==> config.mk <==
export PLATFORM = sky130hd
export DESIGN_NAME = pwm_timebase_cmp
export DESIGN_NICKNAME = d
export VERILOG_FILES = /design/src/rtl/pwm_timebase_cmp.sv
export SDC_FILE = /design/constraint.sdc
export NUM_CORES = 1
export LEC_CHECK = 0
export BUFFER_PORTS_ARGS = -buffer_cell sky130_fd_sc_hd__buf_2
export CAP_MARGIN = 0
export CORE_MARGIN = 2
export CORE_UTILIZATION = 30
export DETAILED_ROUTE_END_ITERATION = 7
export PLACE_DENSITY = 0.51
export SLEW_MARGIN = 25
export SYNTH_ARGS = -nofsm -noshare
export SYNTH_HDL_FRONTEND = slang
export SYNTH_SLANG_ARGS = --single-unit
export TNS_END_PERCENT = 5
==> constraint.sdc <==
create_clock -name clk_psc_i -period 7.3 [get_ports clk_psc_i]
set_input_delay 1.46 -clock clk_psc_i [delete_from_list [all_inputs] [get_ports clk_psc_i]]
set_output_delay 1.46 -clock clk_psc_i [all_outputs]
set_load 0.02 [all_outputs]
==> src/rtl/pwm_timebase_cmp.sv <==
// PWM time base: prescaled edge/centre-aligned counter with shadowed auto-reload
// and start/end compares. Optional repetition counter enabled by PWM_TB_REPCNT_EN.
module pwm_timebase_cmp #(
   parameter int CNT_WIDTH = 16,
   parameter int REP_WIDTH = 8
) (
   input  logic                 clk_psc_i,
   input  logic                 rst_i,
   input  logic                 cnt_en_i,
   input  logic                 cnt_mode_i,
   input  logic                 preload_en_i,
   input  logic                 sw_update_i,
   input  logic [CNT_WIDTH-1:0] arr_preload_i,
   input  logic [CNT_WIDTH-1:0] cmp_start_pre_i,
   input  logic [CNT_WIDTH-1:0] cmp_end_pre_i,
   input  logic [REP_WIDTH-1:0] rep_preload_i,
   output logic [CNT_WIDTH-1:0] cnt_o,
   output logic                 dir_o,
   output logic                 cmp_start_eq_o,
   output logic                 cmp_start_gt_o,
   output logic                 cmp_end_eq_o,
   output logic                 cmp_end_gt_o,
   output logic                 update_event_o
);

   logic [CNT_WIDTH-1:0] cnt_q, cnt_d;
   logic [CNT_WIDTH-1:0] arr_q, arr_d;
   logic [CNT_WIDTH-1:0] cs_q, cs_d;
   logic [CNT_WIDTH-1:0] ce_q, ce_d;
   logic                 dir_q, dir_d;
   logic                 uev_q, uev_d;

   logic [CNT_WIDTH-1:0] cnt_inc, cnt_dec, step_cnt;
   logic                 step_dir;
   logic                 wrap;
   logic                 upd;

   assign cnt_inc = cnt_q + CNT_WIDTH'(1);
   assign cnt_dec = cnt_q - CNT_WIDTH'(1);

   // Candidate step for an enabled cycle; centre mode with a zero period degrades to edge mode.
   always_comb begin
      // NOTE: every variable gets a default first so no path leaves it unassigned (no latch).
      step_cnt = cnt_q;
      step_dir = 1'b0;
      if (cnt_mode_i && (arr_q != '0)) begin
         if (!dir_q) begin
            step_cnt = cnt_inc;
            step_dir = (cnt_inc >= arr_q);
         end else begin
            step_cnt = cnt_dec;
            step_dir = (cnt_dec != '0);
         end
      end else begin
         step_cnt = (cnt_q >= arr_q) ? '0 : cnt_inc;
      end
   end

   assign wrap = cnt_en_i && (step_cnt == '0);

`ifdef PWM_TB_REPCNT_EN
   logic [REP_WIDTH-1:0] rep_q, rep_d;

   assign upd = wrap && (rep_q == '0);

   always_comb begin
      rep_d = rep_q;
      if (sw_update_i || upd) begin
         rep_d = rep_preload_i;
      end else if (wrap) begin
         rep_d = rep_q - REP_WIDTH'(1);
      end
   end

   always_ff @(posedge clk_psc_i) begin
      if (rst_i) begin
         rep_q <= '0;
      end else begin
         rep_q <= rep_d;
      end
   end
`else
   logic unused_rep;
   assign unused_rep = ^rep_preload_i;
   assign upd        = wrap;
`endif

   always_comb begin
      cnt_d = cnt_q;
      dir_d = dir_q;
      uev_d = 1'b0;
      // With preload disabled the active registers simply follow the preloads.
      arr_d = preload_en_i ? arr_q : arr_preload_i;
      cs_d  = preload_en_i ? cs_q  : cmp_start_pre_i;
      ce_d  = preload_en_i ? ce_q  : cmp_end_pre_i;
      if (sw_update_i) begin
         cnt_d = '0;
         dir_d = 1'b0;
         uev_d = 1'b1;
         arr_d = arr_preload_i;
         cs_d  = cmp_start_pre_i;
         ce_d  = cmp_end_pre_i;
      end else if (cnt_en_i) begin
         cnt_d = step_cnt;
         dir_d = step_dir;
         if (upd) begin
            uev_d = 1'b1;
            arr_d = arr_preload_i;
            cs_d  = cmp_start_pre_i;
            ce_d  = cmp_end_pre_i;
         end
      end
   end

   always_ff @(posedge clk_psc_i) begin
      // NOTE: non-blocking assignments so all registers update from pre-edge values.
      if (rst_i) begin
         cnt_q <= '0;
         dir_q <= 1'b0;
         uev_q <= 1'b0;
         arr_q <= '0;
         cs_q  <= '0;
         ce_q  <= '0;
      end else begin
         cnt_q <= cnt_d;
         dir_q <= dir_d;
         uev_q <= uev_d;
         arr_q <= arr_d;
         cs_q  <= cs_d;
         ce_q  <= ce_d;
      end
   end

   // A compare value beyond the period top is never reached, so it is masked.
   logic start_valid, end_valid;
   assign start_valid = (cs_q <= arr_q);
   assign end_valid   = (ce_q <= arr_q);

   assign cnt_o          = cnt_q;
   assign dir_o          = dir_q;
   assign update_event_o = uev_q;
   assign cmp_start_eq_o = start_valid && (cnt_q == cs_q);
   assign cmp_start_gt_o = start_valid && (cnt_q >  cs_q);
   assign cmp_end_eq_o   = end_valid   && (cnt_q == ce_q);
   assign cmp_end_gt_o   = end_valid   && (cnt_q >  ce_q);

endmodule

==> impl_metrics.py, run 1 <==
metrics = {
    "global_routing": {
        "grt_pass1_wl_um": 28400,
        "grt_pass1_vias": 5057,
        "grt_overflow": 0,
        "grt_max_degree": 51,
        "grt.total_usage_pct": 18.0,
        "antenna_found_initial": 0,
    },
    "clock_tree": {
        "cts_made_buffers": 9,
        "cts_sinks": 66,
        "ctsHoldBuffers": 0,
        "worstSkewPairLatency_ps": 350,
        "post_cts_resized": 0,
        "cts_htree_levels": 3,
        "cts_buffer_depth": 2,
        "cts_setup_buffers": 0,
        "cts_tree": "built",
        "cts_root_buf": "clkbuf_16",
        "clkTransAtPathRegs_ps": 60,
    },
    "yosys": {
        "yosysWarnings": 0,
        "synth_edf_count": 0,
        "syn_avg_cell_area_um2": 8.22,
        "syn_nets": 873,
        "netlist_instances": 712,
        "seq_area_frac_synth_pct": 22.6,
        "netlist_area_um2": 5850,
        "async_flop_share_pct": 0,
        "synth_cell_types": 57,
        "synthTopCellsByArea": "dfxtp_1, ha_1, mux2i_1",
        "synth_flop_cell": "dfxtp_1",
        "synth_top_area_share_pct": 22.6,
        "synth_most_common_cell": "ha_1",
        "synth_top_area_cell": "dfxtp_1",
        "netlist_top_cells_count": "ha_1, nor2_1, dfxtp_1",
        "ys_seq_elements": 66,
    },
    "final_layout": {
        "final_cell_area_um2": 6720,
        "drive_gt1_share_pct": 13.2,
        "final_util_pct": 34.8,
        "nets": 930,
        "nFillCells": 2053,
        "final_cells": 1039,
        "area_delta_synth_final_pct": 14.8,
        "diodes": 0,
    },
    "power": {
        "p_switching_mw": 0.357,
        "combPwrFrac_pct": 22.5,
        "swShare_pct": 33.1,
        "pwr-share-clk_pct": 40.0,
        "p_per_area_nw_per_um2": 161,
        "p_leak_nw": 3.30,
        "power_frac_seq_pct": 37.4,
        "p_int_mw": 0.721,
        "peakVddDrop_uv": 109,
    },
    "die": {
        "initial_core_util_pct": 30.3,
        "dieArea_um2": 20600,
        "die_h_um": 144,
        "boundaryPins": 84,
        "die_w_um": 144,
        "fp-row-count": 51,
        "core-area_um2": 19300,
    },
    "timing": {
        "fin_setup_tns_ps": 0,
        "period_share_pct": 63.2,
        "relSlewSlack_pct": 32.3,
        "slew_violations": 0,
        "fin_crit_ps": 4610,
        "setup_ws_ps": 2690,
        "clock_skew_ps": 7.83,
        "rsz0062_at_grt": "no",
        "finalSetupViolCount": 0,
        "fmax_mhz": 217,
        "worstMarginPinSlew_ps": 1010,
        "hold_violations": 0,
    },
    "placed_design": {
        "port_buffers": 75,
        "place_hpwl_um": 13200,
        "gp_congestion": 0.844,
        "place_inst": 1023,
        "post-place-ws_ps": 2520,
        "placedInstanceArea_um2": 6440,
    },
    "worst_hold_path": {
        "min_path_type": "flop to flop",
    },
    "detailed_routing": {
        "vias": 5226,
        "drtIter0Drc": 362,
        "route.detailed.drc": 0,
        "via_per_inst": 5.03,
        "wirelength_um": 17700,
        "final_antenna_net_count": 0,
        "wl_per_cell_um": 17.0,
        "first_pass_iters": 5,
    },
    "critical_path": {
        "cpMostUsedCell": "a21oi_1",
        "slowest_stage": "nor4_1",
        "worstPathRequired_ps": 5840,
        "cp-end-kind": "primary output",
        "critical_path_arrival_ps": 3150,
        "path_cells": "inv_1 > ha_1 > a21o_1 > a21oi_1 > nor2b_1 > o21ai_0 > nand2b_1 > a211o_1 > o211ai_1 > a21oi_1 > nor4_1 > buf_2",
        "crit_buf_inv": 2,
        "rrSetupSlack_ps": 2860,
        "critical_path_class": "flop to primary output",
        "slowest_delay_ps": 470,
        "critPathLaunchType": "flop",
        "cp_max_fo": 4,
        "crit_family": "compound AO/OA/AOI/OAI gates",
    },
    "flow_run": {
        "drv_cap": 0,
    },
    "outcome": {
        "status": "finished clean",
    },
}
## worst min-delay path, cell delays in order (launching register included)
cell and delay, ps:
dfxtp_1 350, mux2i_1 70, nor2_1 70
## cell type report
class	instances	area (um^2)	area share, %
clock inverter	7	57.6	0.856
sequential	66	1320	19.7
tap	265	332	4.93
multi-input combinational	555	4160	61.9
clock buffer	9	225	3.35
inverter	58	218	3.24
timing repair buffer	79	405	6.03
## registers in the layout (all words and copies together), names as in the netlist
signal          cells
arr_q              16
ce_q               16
cnt_o              16
cs_q               16
dir_o               1
update_event_o      1
## cells by family after synthesis
family	Yosys count	synth area share, %
AO/OA/AOI/OAI	137	16.1
XOR/XNOR	33	4.94
adder cells (fa/ha/maj)	99	21.2
buffers and inverters	91	6.48
flip-flops	66	22.6
multiplexers	56	9.60
AND/OR/NAND/NOR	230	19.2
## routing by layer
layer	part of all wire (%)	vias to the layer above	wire length (um)	global-route usage, %
li1	-	2689	-	-
met1	51	2387	8940	26.0
met2	43	127	7670	27.1
met3	4.1	23	721	3.03
met4	1.9	0	327	5.62
met5	0	-	0	0
## path summary, 6_finish.rpt
kind             start           end  depth (start not counted)
max           arr_q[9]  cmp_end_gt_o                         12
min          arr_q[15]     arr_q[15]                          2
max reg2reg   arr_q[9]       ce_q[5]                         10
min reg2reg  arr_q[15]     arr_q[15]                          2
## metrics by stage
stage | hold slack, ps | power [mW]
4_1_cts | 528 | 1.09
3_5_place_dp | 518 | 0.655
2_1_floorplan | 483 | 0.581
3_3_place_gp | 505 | 0.653
5_1_grt | 557 | 1.15
6_report | 526 | 1.08
## layout by cell type, fill, tap and decap left out, types with 3 or more instances in the layout
cell type   count
clkbuf_16       9
buf_2          75
o21a_1         19
nor2b_1        12
mux2i_1        55
o31ai_1         4
nand3b_1        3
xnor2_1        17
nor2_1         90
nand2b_1        8
a31oi_1         6
ha_1           99
nor4_1         15
nand4_1        24
nor3_1         15
dfxtp_1        66
inv_6           4
buf_4           4
clkinvlp_4      3
a211oi_1        5
and4_1          5
a21oi_1        31
a21o_1         15
nand3_1        14
nand2_1        31
o32ai_1         3
o221ai_1        4
a21boi_0        3
o22ai_1         3
o21ai_0        22
a22oi_1         5
o211ai_1        3
inv_1          57
xor2_1         16
## power groups by stage
stage / registers, mW / clock network [mW] / logic [mW]
2_1_floorplan: 0.402 / 0 / 0.178
3_3_place_gp: 0.411 / 0 / 0.242
3_5_place_dp: 0.412 / 0 / 0.243
4_1_cts: 0.404 / 0.444 / 0.245
5_1_grt: 0.406 / 0.462 / 0.277
6_report: 0.404 / 0.432 / 0.243
(Power assumes the default switching activity.)
==> run 2, diff against run 1 <==
Clock period 7.3 ns to 4.3 ns, I/O delays scaled along.
==> run 2 against run 1 <==
Global-route usage increased by 0.23 points. Non-clock buffer count increased by 30. Worst hold slack improved by 0.59 ps. Critical path type unchanged.
==> impl_metrics.py, run 2 (synthesized netlist as in run 1, its figures left out) <==
metrics = {
    "final_layout": {
        "area_delta_synth_final_pct": 19.0,
        "final_common_cell": "ha_1",
        "diodes": 0,
        "nets": 960,
        "layout_common_cells": "ha_1, nor2_1, buf_2",
        "drive_gt1_share_pct": 16.3,
    },
    "critical_path": {
        "critical_path_arrival_ps": 3070,
        "crit_family": "compound AO/OA/AOI/OAI gates",
        "slowest_delay_ps": 420,
        "critPathLaunchType": "flop",
        "slowest_stage": "nor4_1",
        "rrSetupSlack_ps": 600,
        "cp_max_fo": 4,
        "r2r_cells": 13,
        "cp-end-kind": "primary output",
        "critical_path_class": "flop to primary output",
        "reg2reg_to": "ce_q[7]",
        "path_cells": "inv_1 > ha_1 > nor2b_1 > o21a_1 > o21a_1 > o21a_1 > o211ai_1 > a21boi_0 > o211ai_1 > a21oi_1 > nor4_1 > buf_2",
        "crit_buf_inv": 2,
        "rr_startpoint": "cnt_o[1]",
        "worstPathRequired_ps": 3440,
        "cpMostUsedCell": "o21a_1",
    },
    "global_routing": {
        "grt_pass1_wl_um": 28600,
        "grt_overflow": 0,
        "grt_pass1_vias": 5191,
        "antenna_found_initial": 0,
        "grt_max_degree": 49,
        "grt.total_usage_pct": 18.2,
    },
    "timing": {
        "clock_skew_ps": 10.7,
        "fin_setup_tns_ps": 0,
        "worstMarginPinSlew_ps": 719,
        "slew_violations": 0,
        "relSlewSlack_pct": 51.6,
        "hold_violations": 0,
        "period_share_pct": 91.3,
        "finalSetupViolCount": 0,
        "rsz0062_at_grt": "no",
        "fin_crit_ps": 3930,
        "fmax_mhz": 255,
    },
    "placed_design": {
        "port_buffers": 75,
        "gp_congestion": 0.858,
        "place_hpwl_um": 14300,
    },
    "die": {
        "fp-row-count": 51,
        "dieArea_um2": 20600,
        "initial_core_util_pct": 30.3,
        "boundaryPins": 84,
        "die_h_um": 144,
        "die_w_um": 144,
        "core-area_um2": 19300,
    },
    "power": {
        "combPwrFrac_pct": 22.9,
        "peakVddDrop_uv": 231,
        "p_switching_mw": 0.597,
        "swShare_pct": 31.6,
        "total_power_mw": 1.89,
        "p_leak_nw": 3.47,
        "power_frac_seq_pct": 36.0,
        "p_int_mw": 1.29,
        "p_per_area_nw_per_um2": 271,
        "pwr-share-clk_pct": 41.1,
    },
    "outcome": {
        "status": "finished clean",
    },
    "detailed_routing": {
        "route.detailed.drc": 0,
        "wl_per_cell_um": 17.0,
        "via_per_inst": 5.02,
        "vias": 5368,
        "drtIter0Drc": 357,
        "final_antenna_net_count": 0,
        "first_pass_iters": 4,
        "wirelength_um": 18200,
    },
    "clock_tree": {
        "cts_root_buf": "clkbuf_16",
        "worstSkewPairLatency_ps": 350,
        "cts_sinks": 66,
        "post_cts_resized": 0,
        "cts_made_buffers": 9,
        "cts_buffer_depth": 2,
        "cts_htree_levels": 3,
        "clkTransAtPathRegs_ps": 60,
        "ctsHoldBuffers": 0,
        "cts_setup_buffers": 0,
        "cts_tree": "built",
    },
    "worst_hold_path": {
        "min_path_type": "flop to flop",
        "hp-start": "arr_q[10]",
        "hold_end": "arr_q[10]",
        "min_path_cells": 2,
    },
    "flow_run": {
        "drv_cap": 0,
    },
}
-- run 2: cell count changes in the layout (fill, tap and decap cells not counted) --
cell / previous run / this run
buf_4: 4 / 33
buf_12: 0 / 1
clkinv_2: 0 / 1
a41oi_2: 2 / 1
bufinv_16: 0 / 1
inv_6: 4 / 2
clkinv_4: 0 / 1
a41oi_1: 1 / 2
clkinvlp_4: 3 / 2
-- run 2: metal layers --
| metal | GRT usage [%] | routed length, um | up-vias |
|---|---|---|---|
| li1 | - | - | 2742 |
| met1 | 25.4 | 8830 | 2464 |
| met2 | 28.0 | 8010 | 141 |
| met3 | 4.27 | 1040 | 21 |
| met4 | 5.01 | 293 | 0 |
| met5 | 0 | 0 | - |
-- run 2: worst max path at each step --
stage / start / depth (start not counted) / to
detailed placement: cnt_o[1] / 13 / ce_q[7]
global placement: cnt_o[1] / 13 / ce_q[14]
floorplan: cnt_o[0] / 12 / arr_q[10]
finish: arr_q[1] / 12 / cmp_end_gt_o
CTS: arr_q[1] / 12 / cmp_end_gt_o
global route: arr_q[9] / 12 / cmp_end_gt_o
-- run 2: worst reg2reg max path, cell delays in order (launching register included) --
cell	delay, ps
dfxtp_1	410
buf_4	200
inv_1	70
ha_1	290
nor3b_1	360
and2_1	220
nand3_1	100
xor2_1	270
a21oi_1	130
or4_1	550
o41ai_4	280
buf_12	330
mux2i_1	320
nor2_1	50
-- run 2: power by group through the flow --
stage               Combinational (mW)  Clock [mW]  Sequential (mW)
floorplan                        0.303           0            0.683
global placement                 0.430           0            0.693
detailed placement               0.433           0            0.693
CTS                              0.435       0.795            0.680
global route                     0.490       0.821            0.685
finish                           0.432       0.776            0.679
-- run 2: per-stage QoR --
step                hold slack (ps)  setup WS (ps)  instance area [um^2]  utilization [%]  instances
global route                    560            137                  6970             36.0       1069
CTS                             531            291                  6970             36.0       1069
global placement                501            577                  6670             34.5       1053
detailed placement              511            617                  6670             34.5       1053
finish                          526            373                  6970             36.0       1069
floorplan                       483            784                  5850                -        712
-- run 2: area by class of cell --
cell class,count,area [um^2]
clock buffers,9,225
repair buffers,109,643
clock inverters,7,76.3
inverters,58,218
well taps,265,332
flip-flops and latches,66,1320
multi-input cells,555,4150
fillers,2044,12400
